--- src/rtl/ltl_monitor_pkg.sv ---
// Shared types and default constants for the LTL monitor report path.
// Defines the report entry layout, the collector FSM states and the default parameter values.
package ltl_monitor_pkg;

   localparam int DEF_NUM_REPORTS = 4;
   localparam int DEF_DEPTH       = 8;
   localparam int DEF_OFFSET_W    = 16;

   typedef enum logic {
      ST_IDLE   = 1'b0,
      ST_ACTIVE = 1'b1
   } state_t;

   // Entry layout at the default widths; the datapath packs {offset, vec} in this order.
   typedef struct packed {
      logic [DEF_OFFSET_W-1:0]    offset;
      logic [DEF_NUM_REPORTS-1:0] vec;
   } report_entry_t;

endpackage

--- src/rtl/ltl_report_fifo.sv ---
// First-word-fall-through report queue with full/empty flags and synchronous flush.
// The pointers carry one extra wrap bit so that full and empty can be told apart.
module ltl_report_fifo
   import ltl_monitor_pkg::*;
#(
   parameter int WIDTH = DEF_OFFSET_W + DEF_NUM_REPORTS,
   parameter int DEPTH = DEF_DEPTH
) (
   input  logic             clk,
   input  logic             reset,
   input  logic             clear,
   input  logic             wr_en,
   input  logic [WIDTH-1:0] wr_data,
   input  logic             rd_en,
   output logic [WIDTH-1:0] rd_data,
   output logic             full,
   output logic             empty
);

   localparam int AW = $clog2(DEPTH);

   logic [AW:0]      wr_ptr;
   logic [AW:0]      rd_ptr;
   logic [WIDTH-1:0] mem [DEPTH];
   logic             wr_ok;
   logic             rd_ok;

   assign empty = (wr_ptr == rd_ptr);
   assign full  = (wr_ptr[AW] != rd_ptr[AW]) && (wr_ptr[AW-1:0] == rd_ptr[AW-1:0]);
   assign rd_ok = rd_en && !empty && !clear;
   // A push into a full queue is accepted only when the head leaves in the same cycle.
   assign wr_ok = wr_en && (!full || rd_ok) && !clear;

   // Head is forced to zero while empty so the unreset storage never leaks out.
   assign rd_data = empty ? '0 : mem[rd_ptr[AW-1:0]];

   always_ff @(posedge clk or posedge reset) begin
      if (reset) begin
         wr_ptr <= '0;
         rd_ptr <= '0;
      end else if (clear) begin
         wr_ptr <= '0;
         rd_ptr <= '0;
      end else begin
         if (wr_ok) wr_ptr <= wr_ptr + (AW+1)'(1);
         if (rd_ok) rd_ptr <= rd_ptr + (AW+1)'(1);
      end
   end

   always_ff @(posedge clk) begin
      if (wr_ok) mem[wr_ptr[AW-1:0]] <= wr_data;
   end

endmodule

--- src/rtl/ltl_report_collector.sv ---
// Collects automaton report vectors tagged with their symbol offset into a FWFT queue,
// tracking run activity, overflow and a saturating count of dropped reports.
module ltl_report_collector
   import ltl_monitor_pkg::*;
#(
   parameter int NUM_REPORTS = DEF_NUM_REPORTS,
   parameter int DEPTH       = DEF_DEPTH,
   parameter int OFFSET_W    = DEF_OFFSET_W
) (
   input  logic                   clk,
   input  logic                   reset,
   input  logic                   run,
   input  logic                   clear,
   input  logic [NUM_REPORTS-1:0] report,
   output logic                   rpt_valid,
   input  logic                   rpt_ready,
   output logic [OFFSET_W-1:0]    rpt_offset,
   output logic [NUM_REPORTS-1:0] rpt_vec,
   output logic                   overflow,
   output logic [7:0]             drop_cnt,
   output logic                   active
);

   localparam int ENTRY_W = OFFSET_W + NUM_REPORTS;

   function automatic logic [7:0] sat_inc8(input logic [7:0] v);
      return (v == 8'hFF) ? v : v + 8'd1;
   endfunction

   state_t              state;
   logic [OFFSET_W-1:0] offset;
   logic                push_req;
   logic                pop;
   logic                drop;
   logic                fifo_full;
   logic                fifo_empty;
   logic [ENTRY_W-1:0]  head;

   assign push_req = run && (report != '0) && !clear;
   assign pop      = !fifo_empty && rpt_ready && !clear;
   assign drop     = push_req && fifo_full && !pop;

   ltl_report_fifo #(
      .WIDTH (ENTRY_W),
      .DEPTH (DEPTH)
   ) u_fifo (
      .clk     (clk),
      .reset   (reset),
      .clear   (clear),
      .wr_en   (push_req),
      .wr_data ({offset, report}),
      .rd_en   (pop),
      .rd_data (head),
      .full    (fifo_full),
      .empty   (fifo_empty)
   );

   assign rpt_valid  = !fifo_empty;
   assign rpt_offset = head[ENTRY_W-1:NUM_REPORTS];
   assign rpt_vec    = head[NUM_REPORTS-1:0];

   always_ff @(posedge clk or posedge reset) begin
      if (reset) begin
         state    <= ST_IDLE;
         active   <= 1'b0;
         offset   <= '0;
         overflow <= 1'b0;
         drop_cnt <= 8'd0;
      end else if (clear) begin
         state    <= ST_IDLE;
         active   <= 1'b0;
         offset   <= '0;
         overflow <= 1'b0;
         drop_cnt <= 8'd0;
      end else begin
         case (state)
            ST_IDLE: begin
               if (run) begin
                  state  <= ST_ACTIVE;
                  active <= 1'b1;
               end
            end
            ST_ACTIVE: begin
               if (!run) begin
                  state  <= ST_IDLE;
                  active <= 1'b0;
               end
            end
            default: begin
               state  <= ST_IDLE;
               active <= 1'b0;
            end
         endcase
         // The offset tags the current symbol, so it advances after being captured and
         // restarts from zero whenever the symbol stream pauses.
         offset <= run ? offset + OFFSET_W'(1) : '0;
         if (drop) begin
            overflow <= 1'b1;
            drop_cnt <= sat_inc8(drop_cnt);
         end
      end
   end

endmodule

--- config.mk ---
export PLATFORM = sky130hd
export DESIGN_NAME = ltl_report_collector
export DESIGN_NICKNAME = d
export VERILOG_FILES = /design/src/rtl/ltl_monitor_pkg.sv /design/src/rtl/ltl_report_fifo.sv /design/src/rtl/ltl_report_collector.sv
export SDC_FILE = /design/constraint.sdc
export NUM_CORES = 1
export LEC_CHECK = 0
export ABC_CLOCK_PERIOD_IN_PS = 6750
export BUFFER_PORTS_ARGS = -buffer_cell sky130_fd_sc_hd__buf_4
export CAP_MARGIN = 10
export CORE_MARGIN = 2
export CORE_UTILIZATION = 55
export CTS_CLUSTER_SIZE = 24
export DETAILED_ROUTE_END_ITERATION = 12
export GPL_TIMING_DRIVEN = 0
export PLACE_DENSITY_LB_ADDON = 0.08
export SYNTH_ARGS = -nofsm -noshare
export SYNTH_HDL_FRONTEND = slang
export SYNTH_SLANG_ARGS = --single-unit
--- constraint.sdc ---
create_clock -name clk -period 6.75 [get_ports clk]
set_clock_uncertainty 0.15 [all_clocks]
set_input_delay 0.675 -clock clk [delete_from_list [all_inputs] [get_ports clk]]
set_output_delay 0.675 -clock clk [all_outputs]
set_load 0.005 [all_outputs]
==> impl_metrics.yaml, run 1 <==
final_layout:
  diodes: 0
  drive_above_1_share_pct: 26.2
  final_cells: 714
  layout.nets: 534
  syn_to_final_growth_pct: 16.6
sta:
  fin_setup_tns_ps: 0
  holdWs_ps: 220
  tightest_slew_ps: 992
  slew_headroom_pct: 33.5
  rsz0062_at_grt: "no"
  drv_slew: 0
  timing.final.crit_period_ps: 3880
  timing.fmax_mhz: 258
  setup_viol: 0
  period_share_pct: 57.4
  hold_viol: 0
synthesis:
  synthTopCellsByArea: "edfxtp_1 61%, mux4_2 11%, dfrtp_1 11%"
  synth_common_cells: "160 x edfxtp_1, 54 x nor2_1, 40 x mux4_2"
  ys_warn_count: 0
  yosysMostFrequentCell: "edfxtp_1"
  synth_edf_count: 160
  ys.flop_type: "edfxtp_1"
  yosysTopAreaCellShare_pct: 61.1
  synth_cell_type_count: 36
  syn_inst: 448
  synthesis.nets: 461
  yosysTopAreaCell: "edfxtp_1"
  async_flop_share_pct: 17.9
  synth_area_per_cell_um2: 17.5
  ys_ff_latch: 195
  syn_area_mm2: 0.00786
  ys_seq_area_share_pct: 72.3
clock_network:
  cts_hold_buf: 0
  root_buffer: "clkbuf_16"
  path_clk_slew_ps: 70
  htree_levels: 4
  cts.sinks: 195
  post-cts-setup-buffers: 0
  max-clock-path-buffers: 2
  cts_tree: "yes"
  cts_buffers: 17
  cts_resized: 0
  clk_latency_ps: 420
drt:
  dr.pass1.iters: 5
  via_count: 4164
  drt-total-wl_um: 15300
  routed_via_density: 5.83
  drt-wirelength-per-cell_um: 21.4
  ant_nets: 0
  drc: 0
  drt_iter0_markers: 297
place:
  place.gp.congestion: 0.816
  io_buffer_count: 39
  hpwl_um: 10100
  placed_cells: 682
floorplan:
  floorplan.core_area_mm2: 0.0139
  num_io_pins: 40
  rows: 43
  dieArea_mm2: 0.0153
  fp.dieH_um: 124
  die_w_um: 124
  start_util_pct: 56.4
critical_path:
  setup.worst_path.end_class: "output pin"
  worstPathArrival_ps: 3050
  cp_data_required_time_ps: 5920
  critPathKind: "reg2out"
  cp_max_fo: 10
  start_kind: "flip-flop"
power:
  power_density_mw_per_mm2: 296
  power_leakage_nw: 3.14
  peakVddDrop_mv: 0.186
global_route:
  grt_use_total_pct: 22.2
  grt_max_degree: 22
  grt_overflow: 0
  antenna_found_initial: 0
  grt_pass1_vias: 4220
  grt_first_pass_wirelength_um: 24000
job:
  maxCapViolCount: 0
min_path:
  min_path_type: "in2async"
run_status:
  outcome: "finished clean"
## cells in the final DEF (no fill, tap or decap), types with 13 or more instances in the layout
cell / n
nand2_1: 13
buf_4: 43
xor2_1: 13
mux2i_1: 22
clkbuf_16: 17
nor2_1: 51
clkbuf_1: 15
mux4_2: 40
edfxtp_1: 160
dfrtp_1: 35
## where the power goes
part	internal [mW]	switching, mW
clock network	0.561	0.402
logic	0.212	0.217
registers	1.31	0.00689
total	2.08	0.626
## state kept, by name, summed over array words and instances, names as in the netlist
name / flops
u_fifo.rd_ptr: 4
overflow: 1
u_fifo.mem: 160
offset: 16
state: 1
u_fifo.wr_ptr: 4
drop_cnt: 8
active: 1
## final cells by class
type | count | area, um2
inverters | 7 | 26.3
well taps | 180 | 225
plain buffers | 23 | 114
repair buffers | 54 | 474
flip-flops and latches | 195 | 5680
clock inverters | 10 | 108
multi-input cells | 223 | 2070
clock buffers | 22 | 464
fillers | 947 | 4770
## critical path, stage by stage, from the launching register on
cell	delay, ps
dfrtp_1	350
clkbuf_1	380
xor2_1	150
nor4_1	770
clkbuf_1	620
nor2_1	180
buf_4	180
## kinds of logic (layout without fill, tap and decap cells)
kind of cell	count (synthesis)	count (layout)	share of synthesized area (%)
multiplexers	63	63	14.4
flip-flops	195	195	72.3
XOR/XNOR	24	24	2.67
adder cells (fa/ha/maj)	4	4	0.637
AND/OR/NAND/NOR	114	114	6.99
buffers and inverters	30	116	1.78
AO/OA/AOI/OAI	18	18	1.24
## metal layers
metal | vias up | global-route usage, % | wire length [um]
li1 | 1863 | - | -
met1 | 2188 | 31.8 | 6890
met2 | 99 | 34.4 | 7470
met3 | 14 | 4.20 | 714
met4 | 0 | 8.45 | 210
met5 | - | 0 | 0
## worst paths after layout
path / end / slack (ps) / cells after the start / from
max: rpt_offset[11] / 2870 / 6 / u_fifo.rd_ptr[1]
min: offset[9] / 220 / 2 / reset
max reg2reg: u_fifo.mem[2][2] / 3680 / 7 / u_fifo.rd_ptr[1]
min reg2reg: overflow / 350 / 2 / overflow
max in group asynchronous: u_fifo.wr_ptr[1] / 5690 / 3 / reset
min in group clk: u_fifo.mem[4][1] / 350 / 1 / report[1]
## metrics by stage
step | util [%] | total power [mW] | worst slack (ps) | area (um2)
2_1_floorplan | - | 1.61 | 2930 | 7860
3_3_place_gp | 60.1 | 1.76 | 519 | 8380
3_5_place_dp | 61.7 | 1.78 | 3440 | 8590
4_1_cts | 65.8 | 2.74 | 2940 | 9170
5_1_grt | 65.8 | 2.81 | 2620 | 9170
6_report | 65.8 | 2.71 | 2870 | 9170
Power figures use the tool's default switching activity.
==> inputs of run 2 (changes only) <==
--- a/config.mk
+++ b/config.mk
@@ -5,7 +5,7 @@
 export SDC_FILE = /design/constraint.sdc
 export NUM_CORES = 1
 export LEC_CHECK = 0
-export ABC_CLOCK_PERIOD_IN_PS = 6750
+export ABC_CLOCK_PERIOD_IN_PS = 3600
 export BUFFER_PORTS_ARGS = -buffer_cell sky130_fd_sc_hd__buf_4
 export CAP_MARGIN = 10
 export CORE_MARGIN = 2
==> constraint.sdc (replaced) <==
create_clock -name clk -period 3.6 [get_ports clk]
set_clock_uncertainty 0.15 [all_clocks]
set_input_delay 0.36 -clock clk [delete_from_list [all_inputs] [get_ports clk]]
set_output_delay 0.36 -clock clk [all_outputs]
set_load 0.005 [all_outputs]
==> impl_metrics.yaml, run 2 (synthesis gave the netlist of run 1 again) <==
drt:
  drc: 0
  dr.pass1.iters: 5
  routed_via_density: 5.86
  drt_iter0_markers: 409
  via_count: 4190
  ant_nets: 0
  drt-wirelength-per-cell_um: 21.9
  drt-total-wl_um: 15600
sta:
  fin_setup_tns_ps: 0
  slew_headroom_pct: 33.0
  setup_viol: 0
  timing.final.ws_setup_ps: 316
  tightest_slew_ps: 997
  period_share_pct: 91.2
  drv_slew: 0
  timing.final.crit_period_ps: 3280
  timing.fmax_mhz: 305
  rsz0062_at_grt: "no"
  hold_viol: 0
global_route:
  grt_max_degree: 21
  grt_first_pass_wirelength_um: 23900
  antenna_found_initial: 0
  grt_use_total_pct: 22.6
  grt_overflow: 0
  grt_pass1_vias: 4141
clock_network:
  cts.sinks: 195
  clk_latency_ps: 430
  path_clk_slew_ps: 70
  htree_levels: 4
  cts_buffers: 17
  max-clock-path-buffers: 2
  cts_tree: "yes"
  root_buffer: "clkbuf_16"
power:
  power_leakage_nw: 3.17
  internal-power_mw: 3.95
  seqPwrFrac_pct: 48.0
  power_density_mw_per_mm2: 558
  swShare_pct: 23.4
  total_power_mw: 5.15
  p_switching_mw: 1.21
  peakVddDrop_mv: 0.384
  clkPwrFrac_pct: 36.4
  comb_power_share_pct: 15.7
final_layout:
  largest_reg_flops: 160
  diodes: 0
  drive_above_1_share_pct: 26.7
  layout.nets: 535
  final_util_pct: 66.3
  fin_area_mm2: 0.00924
  syn_to_final_growth_pct: 17.6
  layout_common_cells: "160 x edfxtp_1, 51 x nor2_1, 40 x mux4_2"
  layout_commonest_cell: "edfxtp_1"
critical_path:
  cp_slowest_stage_delay_ps: 570
  cp_slowest_cell: "clkbuf_1"
  cp_max_fo: 10
  cp_cell_sequence: "clkbuf_1 -> xor2_1 -> nor4_2 -> clkbuf_1 -> nor2_1 -> buf_4"
  setup.worst_path.end_class: "output pin"
  path_common_cell: "clkbuf_1"
  critPathKind: "reg2out"
  cp_data_required_time_ps: 3090
  worstPathArrival_ps: 2770
  start_kind: "flip-flop"
floorplan:
  floorplan.core_area_mm2: 0.0139
  die_w_um: 124
  start_util_pct: 56.4
  fp.dieH_um: 124
  rows: 43
  dieArea_mm2: 0.0153
  num_io_pins: 40
place:
  place_ws_ps: 508
  hpwl_um: 10000
  place_area_mm2: 0.00864
  io_buffer_count: 39
  place.gp.congestion: 0.791
job:
  maxCapViolCount: 0
run_status:
  outcome: "finished clean"
min_path:
  min_path_type: "in2reg"
-- run 2: changes by cell type in the layout (fill, tap and decap cells not counted), moves of 2 or more --
cell and change:
clkbuf_1 -2, inv_6 +2, clkbuf_8 -2, buf_4 -4, buf_6 +2
-- run 2: critical path, delay by kind of cell (launching register included) --
family / cells / cell delay, ps
buffers and inverters: 3 / 1140
flip-flops: 1 / 350
AND/OR/NAND/NOR: 2 / 690
XOR/XNOR: 1 / 170
-- run 2: final cells by class --
cell class              instances  area [um2]
flip-flops and latches        195        5680
fillers                       954        4690
multi-input cells             223        2090
repair buffers                 55         519
clock buffers                  18         429
well taps                     180         225
clock inverters                14         161
plain buffers                  23         114
inverters                       7        26.3
-- run 2: what timing repair did --
item / in CTS / in global routing
resized for setup: 1 / 0
hold buffers: 1 / 0
hold endpoints to repair: 15 / 0
setup endpoints to repair: 1 / 0
setup buffers: 0 / 0
-- run 2: power by group through the flow --
stage               logic, mW  clock network [mW]  registers [mW]
finish                  0.807                1.88            2.47
global route            0.884                1.99            2.47
CTS                     0.828                1.90            2.47
detailed placement      0.822                   0            2.52
global placement        0.793                   0            2.52
floorplan               0.511                   0            2.52
-- run 2: metal layers --
layer	routed length, um	share of wire, %	track usage (%)	vias to the layer above
li1	-	-	-	1873
met5	54	0.35	2.78	-
met3	887	5.7	5.49	22
met2	7710	49	34.8	118
met4	223	1.4	7.10	2
met1	6750	43	32.1	2175
-- run 2: per-stage QoR --
step,hold slack [ps],std cells
4_1_cts,12.3,715
5_1_grt,16.4,715
6_report,28.5,715
3_3_place_gp,344,667
2_1_floorplan,309,448
3_5_place_dp,358,682
-- run 2: worst paths after layout --
path                                   from               end  slack [ps]  cells past startpoint
hold / removal                    report[3]  u_fifo.mem[3][3]          30                      1
hold reg to reg                    overflow          overflow         380                      2
max in group asynchronous             reset        offset[10]        2310                      4
min in group asynchronous             reset  u_fifo.rd_ptr[3]         450                      3
setup reg to reg           u_fifo.rd_ptr[1]  u_fifo.mem[0][8]         540                      7
setup / recovery           u_fifo.rd_ptr[1]     rpt_offset[6]         320                      6
